===== src/rtl/uart_tx_fifo.sv =====
// uart_tx_fifo: byte FIFO between core stores and the pito_uart transmitter.
// A drain FSM hands one byte at a time to the UART. It waits for the busy
// handshake to go high and then low again before it sends the next byte.
//
// Ports
//   clk          single clock, rising edge
//   rst_n        synchronous active-low reset
//   wr_en        core store to the TX data address, one byte per cycle
//   wr_data      byte to transmit
//   clr_ovf      clears the sticky overflow flag
//   uart_busy    busy from the transmitter
//   uart_wr      one-cycle write strobe to the transmitter
//   uart_tx_data byte presented with uart_wr
//   full/empty   occupancy flags
//   count        occupied entries
//   status       core-readable status word
//
// state   | meaning
// --------+-------------------------------------------------------------
// IDLE    | nothing in flight; strobe the head byte when UART is free
// WAIT_HI | byte strobed; waiting for uart_busy to rise (with timeout)
// WAIT_LO | transmitter busy; waiting for uart_busy to fall
module uart_tx_fifo #(
   parameter int DEPTH        = 16,
   parameter int BUSY_TIMEOUT = 4
) (
   input  logic                   clk,
   input  logic                   rst_n,
   input  logic                   wr_en,
   input  logic [7:0]             wr_data,
   input  logic                   clr_ovf,
   input  logic                   uart_busy,
   output logic                   uart_wr,
   output logic [7:0]             uart_tx_data,
   output logic                   full,
   output logic                   empty,
   output logic [$clog2(DEPTH):0] count,
   output logic [31:0]            status
);

   localparam int AW = $clog2(DEPTH);
   localparam int CW = AW + 1;
   localparam int TW = (BUSY_TIMEOUT > 1) ? $clog2(BUSY_TIMEOUT) : 1;

   typedef enum logic [1:0] {
      IDLE    = 2'd0,
      WAIT_HI = 2'd1,
      WAIT_LO = 2'd2
   } state_t;

   state_t        state;
   state_t        state_nxt;
   logic [7:0]    mem [DEPTH];
   logic [AW-1:0] rd_ptr;
   logic [AW-1:0] wr_ptr;
   logic          overflow;
   logic [TW-1:0] tmr;
   logic          pop;
   logic          push;
   logic          drop;
   logic          tx_busy;

   always_comb begin
      full    = (count == CW'(DEPTH));
      empty   = (count == '0);
      pop     = (state == IDLE) && !empty && !uart_busy;
      // A full FIFO still accepts a byte when the head leaves on the same edge.
      push    = wr_en && (!full || pop);
      drop    = wr_en && full && !pop;
      tx_busy = !empty || (state != IDLE);
      status  = {16'h0000, 8'(count), 4'h0, overflow, empty, full, tx_busy};
   end

   always_comb begin
      state_nxt = state;
      case (state)
         IDLE: begin
            if (pop) state_nxt = WAIT_HI;
         end
         WAIT_HI: begin
            if (uart_busy)       state_nxt = WAIT_LO;
            else if (tmr == '0)  state_nxt = IDLE;
         end
         WAIT_LO: begin
            if (!uart_busy) state_nxt = IDLE;
         end
         default: state_nxt = IDLE;
      endcase
   end

   always_ff @(posedge clk) begin
      if (!rst_n) state <= IDLE;
      else        state <= state_nxt;
   end

   // Down-counter for the lost-handshake timeout. It is loaded so that
   // terminal count is reached on the last allowed cycle in WAIT_HI.
   always_ff @(posedge clk) begin
      if (!rst_n)
         tmr <= '0;
      else if (pop)
         tmr <= TW'(BUSY_TIMEOUT - 1);
      else if ((state == WAIT_HI) && (tmr != '0))
         tmr <= tmr - TW'(1);
   end

   always_ff @(posedge clk) begin
      if (rst_n && push) mem[wr_ptr] <= wr_data;
   end

   always_ff @(posedge clk) begin
      if (!rst_n) begin
         rd_ptr       <= '0;
         wr_ptr       <= '0;
         count        <= '0;
         overflow     <= 1'b0;
         uart_wr      <= 1'b0;
         uart_tx_data <= 8'h00;
      end else begin
         if (push) wr_ptr <= wr_ptr + AW'(1);
         if (pop)  rd_ptr <= rd_ptr + AW'(1);
         case ({push, pop})
            2'b10:   count <= count + CW'(1);
            2'b01:   count <= count - CW'(1);
            default: count <= count;
         endcase
         // A dropped byte wins over a clear in the same cycle.
         if (drop)         overflow <= 1'b1;
         else if (clr_ovf) overflow <= 1'b0;
         uart_wr <= pop;
         // Track the head while no strobe is showing, and freeze while strobing.
         // On a pop edge this captures the byte that leaves the FIFO.
         if (!uart_wr) uart_tx_data <= mem[rd_ptr];
      end
   end

endmodule

===== config.mk =====
export PLATFORM = sky130hd
export DESIGN_NAME = uart_tx_fifo
export DESIGN_NICKNAME = d
export VERILOG_FILES = /design/src/rtl/uart_tx_fifo.sv
export SDC_FILE = /design/constraint.sdc
export NUM_CORES = 1
export LEC_CHECK = 0
export CORE_UTILIZATION = 30
export DETAILED_ROUTE_END_ITERATION = 12
export DONT_BUFFER_PORTS = 1
export GPL_TIMING_DRIVEN = 0
export PLACE_DENSITY = 0.49
export SLEW_MARGIN = 15
export SYNTH_ARGS = -nofsm -noshare
export SYNTH_HDL_FRONTEND = slang
export SYNTH_SLANG_ARGS = --single-unit

===== constraint.sdc =====
create_clock -name clk -period 2.9 [get_ports clk]
set_input_delay 0.58 -clock clk [delete_from_list [all_inputs] [get_ports clk]]
set_output_delay 0.58 -clock clk [all_outputs]
set_load 0.02 [all_outputs]

==> results list, run 1 <==
* Routed via count: approximately 3.6k
* Total design power: around 6 mW
* Nature of the critical path endpoint: primary output
* Proportion of synthesized chip area in sequential cells: 0.6638
* Fin nets: 491
* Share of post-route cells with drive strength above 1: 0.2994
* Unique masters post-synth: 53
- After synthesis the netlist holds a flip-flop and latch count of about 160.
* Horizontal die dimension: 150.4 um
- Post-synthesis cell count: around 430
- Most repeated library cell on the critical path: buf_6
- First-pass GRT wire length: approximately 21 mm
- For this run, the slowest stage of the critical path takes a little over 0.5 ns.
- Overall die area: 0.02261 sq mm
* Number of enable-type register cells in the synthesized netlist: approximately 130
- In this run the post-CTS setup repair buffer count came out at 0.
- Warnings from Yosys: 0
- Compared with the post-synthesis result, the final layout area differs by 14.62%.
- Clock sinks: ~160
* Pwr Density: slightly below 800 mW/mm^2
- The number of antenna diodes in the final layout is 0.
- Final weighted congestion in routability-driven placement: 0.7659
- Wires add up to 14.17 mm.
- The cell area that synthesis handed to floorplanning was ~0.0066 sq mm.
* Antenna violations before repair: 0
* Maximum vdd drop: about 0.58 mV
- Prior to clock tree synthesis, the placed netlist has a worst setup slack of -0.2045 ns.
* Total number of H-tree levels: 4
* Required time of the critical path: roughly 2.3 ns
- For this design the static power due to leakage is 2.565 nW.
- Total track usage: 0.1345
- In this run the tightest slew margin relative to its limit is 0.2640.
- The worst register-to-register path has a setup slack of 0.17 ns.
- For this run, the top clock speed supported by timing is ~360 MHz.
* Number of buffers between clock root and the deepest sink: 2
- TritonCTS built the clock tree.
- Clock latency on the worst-skew pair, taken at its later pin, is around 0.43 ns.
- The total area inside the core boundary comes to between 0.02 and 0.025 sq mm.
- Proportion of register bits with asynchronous set or reset after synthesis: 0
- WP data arrival: 2.22 ns
- At the pin with the least slew margin, the transition time is about 1.1 ns.
* # fillers: 2,024
- Buffers placed on the I/O ports in this run total 0.
* Count of unresolved DRC violations after routing: 0
- Most used flip-flop cell after synthesis: edfxtp_1
* Result of the run: completed
- Number of buffers created by CTS: 17
* Number of global-route vias before repair: between 3k and 4k
- The slowest stage of the critical path belongs to the cell or4_4.
- The number of endpoints with negative hold slack in the final report is 0.
* Crit start category: flop
- After detailed routing, the average wire length per cell comes to roughly 19 um.
* Most utilized layer in the global route result: met2
* Y dimension of the die: around 150 um
* GR Layer Usage met1: 0.1830
- Setup violations remaining at the end of the flow were counted as 0.
- The floorplan has 53 rows.
- Setup repair after global routing left no endpoint under its margin.
- Met2 Usage GRT: 0.2000
- Count of maximum capacitance violations: 0
- On the final layout, the worst hold slack is around 0.24 ns.
* Synthesized area divided by synthesized cell count: about 15 sq um
- WS Path Type: flop to primary output
- Highest fanout seen on the critical path: 10
- The initial utilization of the core area, before any placement, comes to 0.3103.
- Final Cycle Share: 0.9659
- Using the TritonRoute via totals, the vias-per-cell ratio works out to approximately 4.8.
- For met3 alone, demand over resource in global routing was 0.04364.
* Slew Viols, Final: 0
- Minimum setup slack in the final design: a little under 0.1 ns
- Walking the worst path, the cells encountered are buf_6 -> or4_4 -> buf_6 -> nor2_2 -> nand2_1 -> buf_4.
- Sum of net half-perimeters after detailed placement: 9.370 mm
* Violation count after the first detailed-routing iteration: 210
- Clock period minus final worst setup slack: between 2 and 3 ns
- For this design the top-level I/O count stands at just over 60.
* Kind of path behind the tightest hold check: input port to flop
- Between clock sinks in the finished design, the worst skew comes to roughly 0.011 ns.
- Final cell utilization of the core: 0.3557
* First-pass iteration count of the detailed router: 4
- Antenna violation net count after detailed routing: 0
* Pin count of the biggest net entering global routing: 17
- Clk root buf: clkbuf_16
- Global routing finished with a remaining overflow of 0.
- After clock tree synthesis, the clock-pin slew on the worst setup and hold paths is ~0.070 ns.
Yosys cell counts, types with 7 or more instances:
master | n | area (sq um)
inv_1 | 7 | 26.28
buf_2 | 8 | 40.04
nor3_1 | 11 | 55.05
nand3_1 | 8 | 40.04
mux2_2 | 40 | 450.4
o22ai_1 | 16 | 100.1
nor2_1 | 30 | 112.6
dfxtp_1 | 27 | 540.5
a221o_1 | 8 | 80.08
buf_4 | 32 | 240.2
mux4_2 | 16 | 360.4
edfxtp_1 | 128 | 3844
a21oi_1 | 11 | 55.05
ha_1 | 8 | 100.1
nand2_1 | 9 | 33.78
through the flow:
| stage | std cells | cell area [sq um] | setup TNS (ns) |
|---|---|---|---|
| finish | 756 | 7571 | 0 |
| global route | 756 | 7571 | 0 |
| CTS | 756 | 7557 | 0 |
| detailed placement | 726 | 7032 | -8.184 |
| global placement | 726 | 7032 | -7.763 |
| floorplan | 451 | 6688 | 0 |
cell type report:
| type | instances | area [sq um] | share of cell area |
|---|---|---|---|
| inverters | 8 | 30.03 | 0.003966 |
| clock inverters | 12 | 77.57 | 0.01025 |
| multi-input cells | 235 | 1952 | 0.2578 |
| flip-flops and latches | 155 | 4384 | 0.5791 |
| plain buffers | 53 | 354.1 | 0.04677 |
| well taps | 275 | 344.1 | 0.04545 |
| clock buffers | 18 | 429.2 | 0.05668 |
cells in the final DEF, fill, tap and decap left out, types with 3 or more instances in the layout:
cell type and instances:
dfxtp_1 27, buf_2 8, nand3_1 8, mux4_2 16
a21oi_1 11, nor3_1 10, mux2i_1 5, buf_4 32
mux2_2 40, clkinv_2 3, clkbuf_16 17, ha_1 8
or3_1 3, o21ai_0 3, conb_1 23, inv_1 7
clkinv_4 3, buf_1 3, nand2_1 9, nor2_1 26
buf_6 3, clkinv_1 4, xor2_1 5, clkbuf_1 6
o22ai_1 16, a221o_1 8, xnor2_1 3, nand2b_1 6
edfxtp_1 128, nor2_2 4
worst paths after layout:
| path | start | to | cells past startpoint |
|---|---|---|---|
| setup / recovery | count[1] | status[0] | 6 |
| hold / removal | wr_data[1] | mem[4][1] | 0 |
| setup reg to reg | count[1] | count[4] | 9 |
| hold reg to reg | overflow | overflow | 2 |
state kept, by name, indices dropped and copies added (netlist names):
signal / flops
count: 5
mem: 128
overflow: 1
rd_ptr: 4
state: 2
tmr: 2
uart_tx_data: 8
uart_wr: 1
wr_ptr: 4
worst max-delay path: cells and delay by family, from the launching register on:
kind | cells | cell delay, ns
flops | 1 | 0.39
buf+inv | 3 | 0.51
simple gates | 3 | 0.90
logic make-up after synthesis:
family / count (synthesis) / share of synthesized area
fa+ha+maj: 8 / 0.01515
buf+inv: 61 / 0.05796
xor+xnor: 8 / 0.01061
other cells: 1 / 0.0005677
compound gates: 55 / 0.06214
flops: 155 / 0.6638
mux: 61 / 0.1303
simple gates: 80 / 0.05948
timing repair:
action | CTS | global route
endpoints found under the setup margin | 3 | 65
hold buffers | 0 | 0
resized for setup | 5 | 4
report_power, final:
part / total (mW) / leakage, nW / internal (mW) / switching, mW
Combinational: 1.29 / 0.942 / 0.577 / 0.715
Clock: 1.93 / 0.249 / 1.08 / 0.858
Sequential: 2.75 / 1.38 / 2.53 / 0.215
metal layers:
layer | up-vias | part of all wire
li1 | 1679 | -
met1 | 1789 | 0.47
met2 | 116 | 0.45
met3 | 13 | 0.073
met4 | 0 | 0.010
met5 | - | 0
(Power assumes the default switching activity.)
==> inputs of run 2 (changes only) <==
--- a/config.mk
+++ b/config.mk
@@ -5,6 +5,7 @@
 export SDC_FILE = /design/constraint.sdc
 export NUM_CORES = 1
 export LEC_CHECK = 0
+export CORE_ASPECT_RATIO = 1.75
 export CORE_UTILIZATION = 30
 export DETAILED_ROUTE_END_ITERATION = 12
 export DONT_BUFFER_PORTS = 1
==> results list, run 2 (synthesis gave the netlist of run 1 again) <==
* Setup fix buffers added after clock tree synthesis: 0
- In the global route stage, overall resource usage came out at 0.1351.
* Overall die area: between 0.02 and 0.025 sq mm
- Number of buffers created by CTS: 17
* Unrepaired setup endpoints after global routing: no
- Clock tree from TritonCTS: yes
- The endpoint identified for the worst register-to-register timing path is count[4].
- Clock-pin slew was measured on the worst setup and hold paths at 0.06 ns.
- Clock sinks: 155
- The number of antenna violations at the first check in global routing was 0.
* Commonest non-fill, non-tap cells in the layout: edfxtp_1 (128), mux2_2 (40), buf_4 (32)
- At the worst endpoint, the arrival time is ~2.2 ns.
- 61 I/O pins were placed.
* Largest reg by FF count: mem
* Count of unresolved DRC violations after routing: 0
- Summing all multi-input logic gate instances after layout gives 0.001964 sq mm.
- Relative to the synthesized area, the layout overhead comes to 16.04%.
- Sequential share of power: 0.449
* Total number of H-tree levels: 4
* Gate power share: 0.210
- Final Cycle Share: 0.9529
- Minimum setup slack in the final design: about 0.14 ns
- In this run the worst hold path is classified as input port to flop.
- Highest clock frequency the design can meet: ~360 MHz
- Final cell utilization of the core: 0.3551
* # fillers: 2,067
* Reg2reg start: state[1]
- Highest fanout seen on the critical path: 10
* Start point of the worst hold path: wr_data[2]
- The first global-routing pass estimated 21.69 mm of wire.
- In the final layout, flip-flops and latches occupy 0.004384 sq mm.
- Routability-driven placement finished with a final weighted congestion of 0.7644.
- IR analysis of the VDD net gives a maximum drop of approximately 0.48 mV.
* Starting density of the core: 0.3060
- The count of nets left with antenna violations once routing finished came out at 0.
- Pin slew with the least headroom to its limit: approximately 1.1 ns
* Cell area after layout: 0.007665 sq mm
* Y dimension of the die: ~200 um
- WHS: about 0.25 ns
- The number of endpoints with negative hold slack in the final report is 0.
* Nature of the critical path endpoint: primary output
* Number of cells on the worst hold path: 0
* Internal power contribution: roughly 4.4 mW
* Most common cell after layout, fill and taps aside: edfxtp_1
* Pin count of the biggest net entering global routing: 17
- Once placement finished, the instance area stood at just over 0.007 sq mm.
- The flow ran to the end, and the final reports show no timing, DRC or antenna violations.
- Wire per inst: about 19 um
* Setup-violating endpoint count in the final report: 0
- Between clock sinks in the finished design, the worst skew comes to ~0.011 ns.
- The final max-slew violation count was 0.
* First-pass iteration count of the detailed router: 4
* Share of post-route cells with drive strength above 1: 0.3043
* Reported leakage power: 2.607 nW
- The via count of the first global-routing pass is approximately 3.7k.
- Number of buffers between clock root and the deepest sink: 2
- Fin nets: roughly 500
- Switching power share of the total: 0.2899
- The register with the most flip-flops in the layout has approximately 130 of them.
- Number of placement rows: between 70 and 80
- STA puts the critical path data required time at around 2.3 ns.
- Violation count after the first detailed-routing iteration: roughly 200
- Clock period minus final worst setup slack: between 2 and 3 ns
- Net switching power figure: approximately 1.8 mW
- Clock latency reported for the late side of the worst-skew pair: about 0.42 ns
* Port buffer count: 0
- The root buffer cell chosen for the clock tree is clkbuf_16.
- Timing analysis after detailed placement gives a worst setup slack of -0.2448 ns.
- Count of hold-fix buffers inserted at cts: 0
- WS Path Type: flop to primary output
* Grt ovf: 0
* Crit start category: flop
- The largest registers in the layout are mem: 128 flops, uart_tx_data: 8 flops, count: 5 flops.
- In this run the tightest slew margin relative to its limit is 0.2382.
* Cell count of the worst reg-to-reg path: 9
- The HPWL after detailed placement is between 10 and 15 mm.
- The final layout contains routed wiring with a total length of ~14 mm.
- Antenna cells: 0
- Dividing total power by cell area gives a power density of 800.3 mW/mm^2.
- After floorplanning, the core was sized to cover 0.02159 sq mm.
* Worst reg-to-reg setup slack: around 0.25 ns
- Max-cap violations in this run came to 0.
* Horizontal die dimension: approximately 110 um
- Clock power frac: 0.341
- Routed via count: around 3.6k
- The path with the worst hold slack has its endpoint at mem[12][2].
- Detail-routed via count per cell: approximately 4.6
-- run 2: cell count changes in the layout (fill, tap and decap cells not counted), sizes merged --
cell and change:
inv +1, clkbuf +4, buf +1, clkinv -4
-- run 2: how the worst max path moves through the flow --
stage / startpoint / end / slack [ns] / cells after the start
2_1_floorplan: wr_en / count[4] / 0.27 / 8
3_3_place_gp: wr_en / count[4] / -0.14 / 8
3_5_place_dp: wr_en / count[4] / -0.24 / 8
4_1_cts: count[1] / status[1] / 0.003 / 5
5_1_grt: count[4] / count[4] / 0.02 / 9
6_report: count[1] / status[0] / 0.14 / 6
-- run 2: final cells by class --
cell class,instances,area share
multi-input cells,235,0.2563
clock inverters,9,0.007509
plain buffers,53,0.04620
flip-flops and latches,155,0.5720
inverters,8,0.003918
well taps,292,0.04767
clock buffers,23,0.06644
-- run 2: metal layers --
| layer | part of all wire | GRT usage | vias to the layer above |
|---|---|---|---|
| met2 | 0.56 | 0.2554 | 95 |
| met3 | 0.040 | 0.03275 | 13 |
| li1 | - | - | 1666 |
| met5 | 0 | 0 | - |
| met1 | 0.39 | 0.1397 | 1785 |
| met4 | 0.016 | 0.05483 | 0 |
-- run 2: power groups by stage --
stage	sequential, mW	combinational (mW)	clock, mW
2_1_floorplan	2.74	1.05	0
3_3_place_gp	2.78	1.25	0
3_5_place_dp	2.79	1.27	0
4_1_cts	2.75	1.29	2.14
5_1_grt	2.78	1.40	2.21
6_report	2.76	1.29	2.09
-- run 2: worst max-delay path, stage by stage (launching register included) --
cell,delay [ns]
dfxtp_1,0.39
buf_6,0.18
or4_4,0.51
buf_6,0.16
nor2_2,0.26
nand2_1,0.09
buf_4,0.17
-- run 2: timing repair --
item,in CTS,in global routing
pin swaps,0,0
resized for setup,4,6
endpoints found under the setup margin,2,72
-- run 2: metrics by stage --
| step | std cells | power (mW) | setup TNS [ns] |
|---|---|---|---|
| after CTS | 775 | 6.171 | 0 |
| after floorplan | 451 | 3.791 | 0 |
| after detailed placement | 743 | 4.063 | -7.914 |
| after global routing | 775 | 6.384 | 0 |
| after global placement | 743 | 4.038 | -5.865 |
| final | 775 | 6.134 | 0 |
==> inputs of run 3 (changes only) <==
--- a/config.mk
+++ b/config.mk
@@ -5,10 +5,12 @@
 export SDC_FILE = /design/constraint.sdc
 export NUM_CORES = 1
 export LEC_CHECK = 0
+export ABC_AREA = 1
 export CORE_ASPECT_RATIO = 1.75
 export CORE_UTILIZATION = 30
 export DETAILED_ROUTE_END_ITERATION = 12
 export DONT_BUFFER_PORTS = 1
+export GPL_ROUTABILITY_DRIVEN = 0
 export GPL_TIMING_DRIVEN = 0
 export PLACE_DENSITY = 0.49
 export SLEW_MARGIN = 15
==> constraint.sdc (replaced) <==
create_clock -name clk -period 3.32 [get_ports clk]
set_input_delay 0.664 -clock clk [delete_from_list [all_inputs] [get_ports clk]]
set_output_delay 0.664 -clock clk [all_outputs]
set_load 0.02 [all_outputs]
==> results list, run 3 <==
- Result of the run: completed
* Unrepaired setup endpoints after global routing: no
- For this design, the sink count on the clock tree is about 160.
* Crit start category: flop
- In this run the worst path has a maximum fanout of 10.
- Global routing finished with a remaining overflow of 0.
* Number of buffers between clock root and the deepest sink: 2
* Fin nets: ~650
* Flip-flop count of the largest register, all copies and words added: roughly 130
* Top-level port count: between 60 and 70
- Cell with the most instances after synthesis: edfxtp_1
* Share of post-route cells with drive strength above 1: 0.1466
- The routed layout has around 4.5k vias.
* Area of the core: 0.02198 sq mm
* Cells resized by post-CTS repair: 0
- The worst pin sits at a relative slew slack of 0.3677.
* Register bit count reported by yosys: about 160
* Worst setup slack after placement: 0.7949 ns
- Leading area contributor after synthesis: edfxtp_1
- Yosys printed 0 warnings.
* Area taken by multi-input logic gates: about 0.0018 sq mm
- For this design, the CTS-stage hold fixing added 0 buffers.
* Most used flip-flop cell after synthesis: edfxtp_1
* Cell area after layout: between 0.007 and 0.008 sq mm
- The largest registers in the layout are mem: 128 flops, uart_tx_data: 8 flops, count: 5 flops.
* Post-Route Setup TNS: 0 ns
- The critical path is of the flop to flop type.
* Pin count of the biggest net entering global routing: 17
- Setup fix buffers added after clock tree synthesis: 0
- Summing every instance area after synthesis gives ~0.0067 sq mm.
* Area used by sequential logic in the layout: between 0.004 and 0.005 sq mm
- Antenna violations before repair: 0
* Clock power frac: 0.364
- The via count of the first global-routing pass was roughly 4.4k.
- Across the run, the number of max-cap violations was 0.
- Final Cycle Share: 0.7548
* Horizontal die dimension: approximately 110 um
* Pwr Density: a little under 800 mW/mm^2
- The H-tree was split into 4 levels.
* Proportion of register bits with asynchronous set or reset after synthesis: 0
- In the final routed layout, each cell accounts on average for 18.65 um.
- In this run the core area contains about 70 standard-cell rows.
- Commonest non-fill, non-tap cells in the layout: edfxtp_1 (128), nor2_1 (97), o21ai_0 (59)
- Unique masters post-synth: 36
- For the pin with the worst max-slew slack, the measured transition is about 0.95 ns.
- Across every metal layer, demand over resource in global routing totals 0.1597.
- Most common cell after layout, fill and taps aside: edfxtp_1
- # fillers: between 2k and 2.5k
- In the synthesized netlist, the cells that appear most often are edfxtp_1 (128), nor2_1 (97), o21ai_0 (59).
- The final max-slew violation count was 0.
* Final cell utilization of the core: 0.3559
- Post-synthesis cell count: ~590
- In this run the tool buffered the top-level ports with 0 buffer cells.
- Clock latency reported for the late side of the worst-skew pair: 0.42 ns
* Overall die area: 0.02293 sq mm
- Of the total power, the share spent switching nets is 0.3215.
- From synthesis to final layout, the design area changed by 16.92%.
- Clock tree from TritonCTS: yes
- Gate power share: 0.247
* Total design power: 6.135 mW
- Clk root buf: clkbuf_16
* Detail-routed via count per cell: roughly 4.8
* Maximum vdd drop: 0.4948 mV
- Once routing completed, OpenROAD measured the worst setup slack at roughly 0.81 ns.
- Leading cell types by total area after synthesis: edfxtp_1 (57%), dfxtp_1 (8.1%), nor2_1 (5.4%), o21ai_0 (4.4%), buf_4 (3.8%)
* Sequential share of power: 0.389
* Final Hold Viols: 0
- In this run the vertical extent of the chip is between 150 and 200 um.
* Sum of net half-perimeters after detailed placement: 12.58 mm
* Largest reg by FF count: mem
- First-pass GRT wire length: between 20 and 30 mm
- Clock period minus final worst setup slack: 2.506 ns
- Violation count after the first detailed-routing iteration: ~330
- WP data arrival: around 2.5 ns
- Required time of the critical path: roughly 3.4 ns
- The routed design has 17.47 mm of wire.
- Starting density of the core: 0.3044
- Synthesized area divided by synthesized cell count: around 11 sq um
* Net switching power figure: just under 2 mW
- Proportion of synthesized chip area in sequential cells: 0.6552
- Yosys mapped a number of flops with a built-in enable equal to about 130.
* Worst clock skew on the final layout: between 0.009 and 0.01 ns
* Antenna cells: 0
* Register clock-pin slew on the reported worst setup and hold paths: roughly 0.06 ns
* Highest clock frequency the design can meet: 399.1 MHz
- Nature of the critical path endpoint: flop
- After detailed placement, the total cell area comes to 0.007144 sq mm.
- The first detailed-routing pass took 5 iterations.
- Setup violations remaining at the end of the flow were counted as 0.
- Internal power contribution: 4.163 mW
* Share of Yosys cell area claimed by the top area cell type: 0.5744
- The min-delay analysis places its worst path in the category input port to flop.
- Number of buffers created by CTS: 17
- The detail route stage leaves a number of antenna-violating nets equal to 0.
- Count of unresolved DRC violations after routing: 0
* Reported leakage power: 2.840 nW
run 3: changes by cell type in the layout (fill, tap and decap cells not counted), sizes merged, moves of 7 or more:
cell    before  now
a21oi       12   19
a221o        8    0
bufinv       0    7
inv         10   46
mux2        40    0
mux4        16    0
nand2        9   35
nand3        8   29
nor2        30  100
nor3        11    1
o21ai        4   89
o221ai       0   24
o22ai       16    8
run 3: kinds of logic (layout without fill, tap and decap cells):
logic type,count (synthesis),count (layout),share of synthesized area
and+or+nand+nor,169,169,0.1126
DFF,155,155,0.6552
xor gates and xnor gates,1,1,0.001309
other,1,23,0.0005604
adders and majority gates,8,8,0.01496
AOI/OAI and AO/OA,146,146,0.1275
buffers and inverters,107,139,0.08788
run 3: path summary, 6_finish.rpt:
| kind | slack (ns) | endpoint | cells after the start | start |
|---|---|---|---|---|
| max | 0.81 | mem[4][7] | 8 | count[0] |
| max reg2reg | 0.81 | mem[4][7] | 8 | count[0] |
| min reg2reg | 0.48 | tmr[0] | 2 | tmr[0] |
| min | 0.34 | mem[7][4] | 0 | wr_data[4] |
run 3: power by group through the flow:
stage                     Combinational, mW  Clock (mW)  Sequential (mW)
final                                  1.52        2.23             2.38
after global routing                   1.64        2.33             2.40
after CTS                              1.52        2.27             2.39
after detailed placement               1.52           0             2.43
after global placement                 1.50           0             2.42
after floorplan                        1.06           0             2.39
run 3: metal layers:
| metal | vias up | share of wire | GRT usage |
|---|---|---|---|
| li1 | 2120 | - | - |
| met1 | 2170 | 0.34 | 0.1469 |
| met2 | 180 | 0.56 | 0.3072 |
| met3 | 37 | 0.044 | 0.03033 |
| met4 | 0 | 0.058 | 0.1121 |
| met5 | - | 0 | 0 |
run 3: layout make-up:
type / instances / share of cell area
clock buffers: 20 / 0.05581
multi-input cells: 347 / 0.2303
plain buffers: 59 / 0.05150
inverters: 48 / 0.02367
well taps: 296 / 0.04734
flip-flops and latches: 155 / 0.5604
clock inverters: 12 / 0.03103
run 3: critical path, cell delays in order, from the launching register on:
cell and delay [ns]:
dfxtp_1 0.62, nor2_4 0.09, nand3_4 0.13, nand2_4 0.13
nand2_2 0.10, nand2_4 0.07, inv_4 0.08, nand2_1 0.14
nor2_1 0.75
run 3: metrics by stage:
step / hold WS [ns] / std cells
final: 0.3361 / 937
after CTS: 0.3234 / 937
after global placement: 0.4661 / 905
after detailed placement: 0.4746 / 905
after floorplan: 0.4436 / 609
after global routing: 0.3198 / 937
